File: src/rtl/sound_pkg.sv
// Shared types and the constant sound table for the sound sequencer.
// Priority follows sound id order: lower id wins.
package sound_pkg;

   typedef enum logic [2:0] {
      SND_HOLE   = 3'd0,
      SND_BALL   = 3'd1,
      SND_BORDER = 3'd2,
      SND_ENTER  = 3'd3,
      SND_KEYX   = 3'd4,
      SND_KEYY   = 3'd5,
      SND_NONE   = 3'd7
   } soundIdT;

   typedef struct packed {
      logic [3:0] note1;
      logic [7:0] dur1;
      logic [3:0] note2;
      logic [7:0] dur2;
   } soundEntryT;

   localparam int NUM_SOUNDS = 6;

   // Padded to eight entries so any 3-bit id indexes safely; ids 6 and 7 are silent.
   localparam soundEntryT SOUND_TABLE [8] = '{
      '{note1: 4'd10, dur1: 8'd150, note2: 4'd6,  dur2: 8'd150},
      '{note1: 4'd12, dur1: 8'd40,  note2: 4'd0,  dur2: 8'd0},
      '{note1: 4'd4,  dur1: 8'd30,  note2: 4'd0,  dur2: 8'd0},
      '{note1: 4'd8,  dur1: 8'd80,  note2: 4'd11, dur2: 8'd80},
      '{note1: 4'd2,  dur1: 8'd20,  note2: 4'd0,  dur2: 8'd0},
      '{note1: 4'd3,  dur1: 8'd20,  note2: 4'd0,  dur2: 8'd0},
      '{note1: 4'd0,  dur1: 8'd0,   note2: 4'd0,  dur2: 8'd0},
      '{note1: 4'd0,  dur1: 8'd0,   note2: 4'd0,  dur2: 8'd0}
   };

   typedef enum logic [1:0] {
      ST_IDLE,
      ST_NOTE1,
      ST_NOTE2,
      ST_GAP
   } seqStateT;

   function automatic soundEntryT soundLookup(input soundIdT id);
      logic [2:0] idx;
      idx = id;
      return SOUND_TABLE[idx];
   endfunction

   function automatic soundIdT highestPending(input logic [NUM_SOUNDS-1:0] pend);
      soundIdT winner;
      winner = SND_NONE;
      for (int i = NUM_SOUNDS - 1; i >= 0; i--) begin
         if (pend[i]) winner = soundIdT'(i[2:0]);
      end
      return winner;
   endfunction

endpackage

File: src/rtl/sound_sequencer_if.sv
// Request lines from the sound request mux and tone controls toward the tone generator.
interface sound_sequencer_if;

   logic       holeColAudioRequest;
   logic       ballToBallColAudioRequest;
   logic       borderColAudioRequest;
   logic       keyEnterAudioRequest;
   logic       keyXAudioRequest;
   logic       keyYAudioRequest;
   logic       enableSound;
   logic [3:0] freqIdx;
   logic [2:0] activeSound;
   logic       busy;

   modport slave (
      input  holeColAudioRequest, ballToBallColAudioRequest, borderColAudioRequest,
      input  keyEnterAudioRequest, keyXAudioRequest, keyYAudioRequest,
      output enableSound, freqIdx, activeSound, busy
   );

   modport master (
      output holeColAudioRequest, ballToBallColAudioRequest, borderColAudioRequest,
      output keyEnterAudioRequest, keyXAudioRequest, keyYAudioRequest,
      input  enableSound, freqIdx, activeSound, busy
   );

endinterface

File: src/rtl/sound_tick_gen.sv
// Millisecond prescaler: one-cycle tick every TICK_DIV clocks, restartable by clear_i.
module sound_tick_gen #(
   parameter int TICK_DIV = 50000
) (
   input  logic clk,
   input  logic resetN,
   input  logic clear_i,
   output logic tick_o
);

   localparam int CNT_W = (TICK_DIV > 1) ? $clog2(TICK_DIV) : 1;
   localparam logic [CNT_W-1:0] CNT_LAST = CNT_W'(TICK_DIV - 1);

   logic [CNT_W-1:0] cnt_q, cnt_d;

   always_comb begin
      tick_o = (cnt_q == CNT_LAST);
      cnt_d  = (clear_i || tick_o) ? '0 : cnt_q + 1'b1;
   end

   always_ff @(posedge clk) begin
      if (!resetN) cnt_q <= '0;
      else         cnt_q <= cnt_d;
   end

endmodule

File: src/rtl/sound_sequencer.sv
// Edge-detects six audio requests, queues them as pending bits and plays them by priority.
// Optional SOUND_PREEMPT_EN lets a higher-priority request abort the sound in progress.
module sound_sequencer
   import sound_pkg::*;
#(
   parameter int TICK_DIV = 50000,
   parameter int GAP_MS   = 20
) (
   input logic            clk,
   input logic            resetN,
   sound_sequencer_if.slave bus
);

   logic [NUM_SOUNDS-1:0] reqVec, reqRise, grantMask;
   logic [NUM_SOUNDS-1:0] reqPrev_q, pending_q, pending_d;
   seqStateT              state_q, state_d;
   soundIdT               activeSound_q, activeSound_d, grantId;
   logic [3:0]            freqIdx_q, freqIdx_d;
   logic [15:0]           msCnt_q, msCnt_d, targetMs;
   soundEntryT            curEntry, grantEntry;
   logic                  tick, clearCnt, grant, msDone;

   sound_tick_gen #(.TICK_DIV(TICK_DIV)) tickGen (
      .clk     (clk),
      .resetN  (resetN),
      .clear_i (clearCnt),
      .tick_o  (tick)
   );

   always_comb begin
      reqVec     = {bus.keyYAudioRequest, bus.keyXAudioRequest, bus.keyEnterAudioRequest,
                    bus.borderColAudioRequest, bus.ballToBallColAudioRequest,
                    bus.holeColAudioRequest};
      reqRise    = reqVec & ~reqPrev_q;
      grantId    = highestPending(pending_q);
      curEntry   = soundLookup(activeSound_q);
      grantEntry = soundLookup(grantId);
      case (state_q)
         ST_NOTE1: targetMs = {8'd0, curEntry.dur1};
         ST_NOTE2: targetMs = {8'd0, curEntry.dur2};
         ST_GAP:   targetMs = 16'(GAP_MS);
         default:  targetMs = 16'd1;
      endcase
      msDone = tick && (msCnt_q == targetMs - 16'd1);
   end

   // Every state entry restarts the prescaler so each note lasts exactly dur ms.
   always_comb begin
      state_d       = state_q;
      activeSound_d = activeSound_q;
      freqIdx_d     = freqIdx_q;
      grant         = 1'b0;
      clearCnt      = 1'b0;
      case (state_q)
         ST_IDLE: begin
            if (|pending_q) grant = 1'b1;
         end
         ST_NOTE1: begin
            if (msDone) begin
               clearCnt = 1'b1;
               if (curEntry.dur2 != 8'd0) begin
                  state_d   = ST_NOTE2;
                  freqIdx_d = curEntry.note2;
               end else begin
                  state_d = ST_GAP;
               end
            end
         end
         ST_NOTE2: begin
            if (msDone) begin
               clearCnt = 1'b1;
               state_d  = ST_GAP;
            end
         end
         ST_GAP: begin
            if (msDone) begin
               clearCnt      = 1'b1;
               state_d       = ST_IDLE;
               activeSound_d = SND_NONE;
            end
         end
         default: state_d = ST_IDLE;
      endcase
`ifdef SOUND_PREEMPT_EN
      if (state_q != ST_IDLE && grantId < activeSound_q) grant = 1'b1;
`endif
      if (grant) begin
         state_d       = ST_NOTE1;
         clearCnt      = 1'b1;
         activeSound_d = grantId;
         freqIdx_d     = grantEntry.note1;
      end
      grantMask = grant ? (NUM_SOUNDS'(1) << grantId) : '0;
      pending_d = (pending_q & ~grantMask) | reqRise;
      msCnt_d   = clearCnt ? 16'd0 : (tick ? msCnt_q + 16'd1 : msCnt_q);
   end

   always_ff @(posedge clk) begin
      if (!resetN) begin
         state_q       <= ST_IDLE;
         activeSound_q <= SND_NONE;
         freqIdx_q     <= 4'd0;
         reqPrev_q     <= '0;
         pending_q     <= '0;
         msCnt_q       <= 16'd0;
      end else begin
         state_q       <= state_d;
         activeSound_q <= activeSound_d;
         freqIdx_q     <= freqIdx_d;
         reqPrev_q     <= reqVec;
         pending_q     <= pending_d;
         msCnt_q       <= msCnt_d;
      end
   end

   assign bus.enableSound = (state_q == ST_NOTE1) || (state_q == ST_NOTE2);
   assign bus.freqIdx     = freqIdx_q;
   assign bus.activeSound = activeSound_q;
   assign bus.busy        = (state_q != ST_IDLE);

endmodule

File: src/flat_wrapper.sv
// flat-port wrapper written by rule: the top's interface ports become plain ports
module sound_sequencer_flat import sound_pkg::*;
#(
   parameter int TICK_DIV = 50000,
   parameter int GAP_MS   = 20
)
  (clk, resetN, bus_holeColAudioRequest, bus_ballToBallColAudioRequest, bus_borderColAudioRequest, bus_keyEnterAudioRequest, bus_keyXAudioRequest, bus_keyYAudioRequest, bus_enableSound, bus_freqIdx, bus_activeSound, bus_busy);
  sound_sequencer_if bus_i ();
  input logic clk;
  input logic resetN;
  input wire logic [$bits(bus_i.holeColAudioRequest)-1:0] bus_holeColAudioRequest;
  input wire logic [$bits(bus_i.ballToBallColAudioRequest)-1:0] bus_ballToBallColAudioRequest;
  input wire logic [$bits(bus_i.borderColAudioRequest)-1:0] bus_borderColAudioRequest;
  input wire logic [$bits(bus_i.keyEnterAudioRequest)-1:0] bus_keyEnterAudioRequest;
  input wire logic [$bits(bus_i.keyXAudioRequest)-1:0] bus_keyXAudioRequest;
  input wire logic [$bits(bus_i.keyYAudioRequest)-1:0] bus_keyYAudioRequest;
  output wire logic [$bits(bus_i.enableSound)-1:0] bus_enableSound;
  output wire logic [$bits(bus_i.freqIdx)-1:0] bus_freqIdx;
  output wire logic [$bits(bus_i.activeSound)-1:0] bus_activeSound;
  output wire logic [$bits(bus_i.busy)-1:0] bus_busy;
  assign bus_i.holeColAudioRequest = bus_holeColAudioRequest;
  assign bus_i.ballToBallColAudioRequest = bus_ballToBallColAudioRequest;
  assign bus_i.borderColAudioRequest = bus_borderColAudioRequest;
  assign bus_i.keyEnterAudioRequest = bus_keyEnterAudioRequest;
  assign bus_i.keyXAudioRequest = bus_keyXAudioRequest;
  assign bus_i.keyYAudioRequest = bus_keyYAudioRequest;
  assign bus_enableSound = bus_i.enableSound;
  assign bus_freqIdx = bus_i.freqIdx;
  assign bus_activeSound = bus_i.activeSound;
  assign bus_busy = bus_i.busy;
  sound_sequencer #(.TICK_DIV(TICK_DIV), .GAP_MS(GAP_MS)) u_core (.clk(clk), .resetN(resetN), .bus(bus_i));
endmodule
File: config.mk
export PLATFORM = sky130hd
export DESIGN_NAME = sound_sequencer_flat
export DESIGN_NICKNAME = d
export VERILOG_FILES = /design/src/rtl/sound_pkg.sv /design/src/rtl/sound_sequencer_if.sv /design/src/rtl/sound_tick_gen.sv /design/src/rtl/sound_sequencer.sv /design/src/flat_wrapper.sv
export SDC_FILE = /design/constraint.sdc
export NUM_CORES = 1
export LEC_CHECK = 0
export ABC_AREA = 1
export CORE_MARGIN = 2
export CORE_UTILIZATION = 35
export CTS_BUF_LIST = sky130_fd_sc_hd__clkbuf_16
export CTS_CLUSTER_DIAMETER = 60
export CTS_CLUSTER_SIZE = 12
export DETAILED_ROUTE_END_ITERATION = 10
export PLACE_DENSITY_LB_ADDON = 0.1
export SYNTH_ARGS = -nofsm -noshare
export SYNTH_HDL_FRONTEND = slang
export SYNTH_SLANG_ARGS = --single-unit
File: constraint.sdc
create_clock -name clk -period 5.6 [get_ports clk]
set_input_delay 1.68 -clock clk [delete_from_list [all_inputs] [get_ports clk]]
set_output_delay 1.68 -clock clk [all_outputs]
set_load 0.01 [all_outputs]
==> flow_results.xml <==
<?xml version="1.0" encoding="UTF-8"?>
<metrics>
  <group name="routing">
    <metric name="routed_wire_length_per_instance" unit="um">11.9</metric>
    <metric name="wl" unit="um">6900</metric>
    <metric name="drt_pass1_iterations" unit="">4</metric>
    <metric name="via_cell_ratio" unit="">4.80</metric>
    <metric name="drcViolationCount" unit="">0</metric>
    <metric name="antenna_left" unit="">0</metric>
    <metric name="dr_total_vias" unit="">2774</metric>
    <metric name="first_iter_violations" unit="">113</metric>
  </group>
  <group name="yosys">
    <metric name="synth_edf_count" unit="">0</metric>
    <metric name="async_flop_share" unit="%">0</metric>
    <metric name="syn_area" unit="um^2">3160</metric>
    <metric name="post_synth_most_frequent_cells" unit="">nand2_1, nor2_1, inv_1</metric>
    <metric name="synth_top_area_share" unit="%">33.6</metric>
    <metric name="yosysWarningCount" unit="">0</metric>
    <metric name="mappedNetlistNets" unit="">478</metric>
    <metric name="synth_ff_type" unit="">dfxtp_1</metric>
    <metric name="yosys-top-cells-area" unit="">dfxtp_1, nand2_1, nor2_1</metric>
    <metric name="yosysSeqAreaShare" unit="%">33.6</metric>
    <metric name="yosysTopAreaCell" unit="">dfxtp_1</metric>
    <metric name="synthesis.instances" unit="">454</metric>
    <metric name="synthMostInstantiatedCell" unit="">nand2_1</metric>
    <metric name="yosys_register_bits" unit="">53</metric>
    <metric name="synth_cell_type_count" unit="">39</metric>
    <metric name="avgSynthCellArea" unit="um^2">6.95</metric>
  </group>
  <group name="finish">
    <metric name="final_cells" unit="">578</metric>
    <metric name="layout-area-overhead-vs-synth" unit="%">13.8</metric>
    <metric name="nNetsFinal" unit="">493</metric>
    <metric name="ff_latch_area" unit="um^2">1060</metric>
    <metric name="insertedDiodeCount" unit="">0</metric>
    <metric name="fillCellCount" unit="">929</metric>
    <metric name="multi_input_comb_area" unit="um^2">1810</metric>
    <metric name="drive_above_1_share" unit="%">8.72</metric>
  </group>
  <group name="floorplan">
    <metric name="initial_core_util" unit="%">36.2</metric>
    <metric name="placeableCoreArea" unit="um^2">8720</metric>
    <metric name="die_height" unit="um">99.0</metric>
    <metric name="die-area" unit="um^2">9790</metric>
    <metric name="floorplan.io_pins" unit="">17</metric>
    <metric name="die_w" unit="um">99.0</metric>
    <metric name="floorplan.rows" unit="">34</metric>
  </group>
  <group name="clocking">
    <metric name="cts.sink_count" unit="">53</metric>
    <metric name="clock-root-buffer" unit="">clkbuf_16</metric>
    <metric name="post_cts_resize_count" unit="">0</metric>
    <metric name="cts_tree" unit="">yes</metric>
    <metric name="path_clk_slew" unit="ns">0.07</metric>
    <metric name="htree_levels" unit="">2</metric>
    <metric name="ctsHoldBuffers" unit="">0</metric>
    <metric name="cts_made_buffers" unit="">5</metric>
    <metric name="cts_setup_buffers" unit="">0</metric>
    <metric name="clock_path_buffers" unit="">2</metric>
    <metric name="clock_network_latency_to_the_later_pin_of_the_worst_skew_pair" unit="ns">0.29</metric>
  </group>
  <group name="global_routing">
    <metric name="global_route.overflow_total" unit="">0</metric>
    <metric name="grt.total_usage" unit="%">15.2</metric>
    <metric name="global_route_wire_length_before_repair" unit="um">12300</metric>
    <metric name="grt_antenna_before_repair" unit="">0</metric>
    <metric name="number_of_global_route_vias_before_repair" unit="">2633</metric>
    <metric name="grt_max_degree" unit="">19</metric>
  </group>
  <group name="placed_design">
    <metric name="placed_cells" unit="">570</metric>
    <metric name="place_hpwl" unit="um">5280</metric>
    <metric name="gp_routability_congestion" unit="">0.833</metric>
    <metric name="port_buffers" unit="">16</metric>
  </group>
  <group name="timing">
    <metric name="final-max-slew-violation-count" unit="">0</metric>
    <metric name="rsz_0062_raised_after_global_routing" unit="">no</metric>
    <metric name="finalSetupViolCount" unit="">0</metric>
    <metric name="layout_worst_path_cycle_share" unit="%">63.1</metric>
    <metric name="period_needed" unit="ns">3.53</metric>
    <metric name="fin_skew" unit="ns">0.00685</metric>
    <metric name="worstMarginPinSlew" unit="ns">0.637</metric>
    <metric name="timing_hold_violations_final" unit="">0</metric>
    <metric name="fmax" unit="GHz">0.283</metric>
    <metric name="timing.max_slew.rel_slack" unit="%">57.4</metric>
    <metric name="timing.setup.tns" unit="ns">0</metric>
  </group>
  <group name="worst_setup_path">
    <metric name="cpMostUsedCell" unit="">inv_1</metric>
    <metric name="critical_path_required" unit="ns">3.92</metric>
    <metric name="critPathArrivalTime" unit="ns">1.85</metric>
    <metric name="criticalPathCategory" unit="">reg2out</metric>
    <metric name="worst_path_largest_cell_delay" unit="ns">0.56</metric>
    <metric name="timing.critical_path.cells" unit="">inv_1, ha_1, inv_1, clkdlybuf4s50_1</metric>
    <metric name="worstSetupStartpointType" unit="">flop</metric>
    <metric name="crit_path_end_kind" unit="">output port</metric>
    <metric name="worst_path_fanout_max" unit="">7</metric>
    <metric name="cpMaxStageDelayCell" unit="">clkdlybuf4s50_1</metric>
  </group>
  <group name="pwr">
    <metric name="p_leak" unit="uW">0.00152</metric>
    <metric name="peakVddDrop" unit="V">0.000135</metric>
    <metric name="power.density_cell_area" unit="nW/um^2">429</metric>
  </group>
  <group name="worst_hold_path">
    <metric name="holdCritPathClass" unit="">reg2reg</metric>
  </group>
  <group name="outcome">
    <metric name="run_status" unit="">completed</metric>
  </group>
  <group name="job">
    <metric name="timing.max_cap.violations" unit="">0</metric>
  </group>
</metrics>
==> report_power, final <==
part | internal, uW | switching [uW] | leakage [uW]
combinational | 251 | 446 | 0.000996
clock | 255 | 139 | 0.0000938
sequential | 417 | 31.4 | 0.000433
==> final cells by class <==
| type | count | area share [%] |
|---|---|---|
| clock buffers | 5 | 3.49 |
| multi-input cells | 332 | 50.5 |
| clock inverters | 3 | 1.81 |
| inverters | 61 | 6.38 |
| flip-flops and latches | 53 | 29.6 |
| well taps | 108 | 3.76 |
| repair buffers | 16 | 4.46 |
==> layer usage <==
metal / global-route usage (%) / up-vias / share of wire, %
li1: - / 1492 / -
met1: 21.6 / 1247 / 54
met2: 23.1 / 27 / 42
met3: 2.34 / 8 / 2.0
met4: 5.90 / 0 / 2.0
met5: 0 / - / 0
==> worst max-delay path, delay by kind of cell, from the launching register on <==
kind | cells | cell delay [ns]
adders and majority gates | 1 | 0.30
buffers and inverters | 3 | 0.85
DFF | 1 | 0.41
==> layout by cell type (no fill, tap or decap), drive strengths merged <==
master / synthesis / layout
ha: 16 / 16
o211ai: 1 / 1
nor4: 4 / 4
nor3: 11 / 11
or2: 5 / 5
xor2: 13 / 13
nand3: 47 / 47
clkdlybuf4s50: 0 / 16
bufinv: 0 / 2
a21oi: 17 / 17
o21ai: 15 / 15
nand2: 103 / 103
o221ai: 1 / 1
xnor2: 2 / 2
inv: 61 / 61
nand4: 17 / 17
nor2: 66 / 66
dfxtp: 53 / 53
clkbuf: 2 / 5
nand3b: 5 / 5
clkinv: 0 / 1
o21bai: 1 / 1
o22ai: 4 / 4
o21a: 1 / 1
nor3b: 3 / 3
==> state kept, by name (all words and copies together), names as in the netlist <==
register / cells
u_core.msCnt_q: 16
u_core.tickGen.cnt_q: 16
u_core.pending_q: 6
u_core.reqPrev_q: 6
u_core.bus.freqIdx: 4
u_core.bus.activeSound: 3
u_core.state_q: 2
==> metrics by stage <==
step	power [uW]	hold WS, ns	utilization [%]	area [um^2]	worst slack, ns
detailed placement	1160	0.413	39.0	3400	1.80
global placement	1150	0.400	39.0	3400	1.84
floorplan	983	0.399	-	3160	2.91
global route	1680	0.431	41.2	3590	1.91
CTS	1560	0.427	41.2	3590	2.05
finish	1540	0.421	41.2	3590	2.07
==> cells by family (layout without fill, tap and decap cells) <==
logic type / Yosys count / count (layout) / share of synthesized area (%)
compound gates: 40 / 40 / 7.34
simple gates: 261 / 261 / 39.7
fa+ha+maj: 16 / 16 / 6.34
xor+xnor: 15 / 15 / 4.16
flops: 53 / 53 / 33.6
buf+inv: 69 / 85 / 8.88
==> path summary, 6_finish.rpt <==
| check | from | to | slack [ns] | cells after the start |
|---|---|---|---|---|
| worst max-delay path | u_core.state_q[1] | bus_busy | 2.07 | 4 |
| worst min register to register | u_core.reqPrev_q[5] | u_core.pending_q[5] | 0.42 | 1 |
| worst max register to register | u_core.bus.activeSound[0] | u_core.msCnt_q[5] | 2.81 | 15 |
| worst min-delay path | u_core.reqPrev_q[5] | u_core.pending_q[5] | 0.42 | 1 |
(Power assumes the default switching activity.)
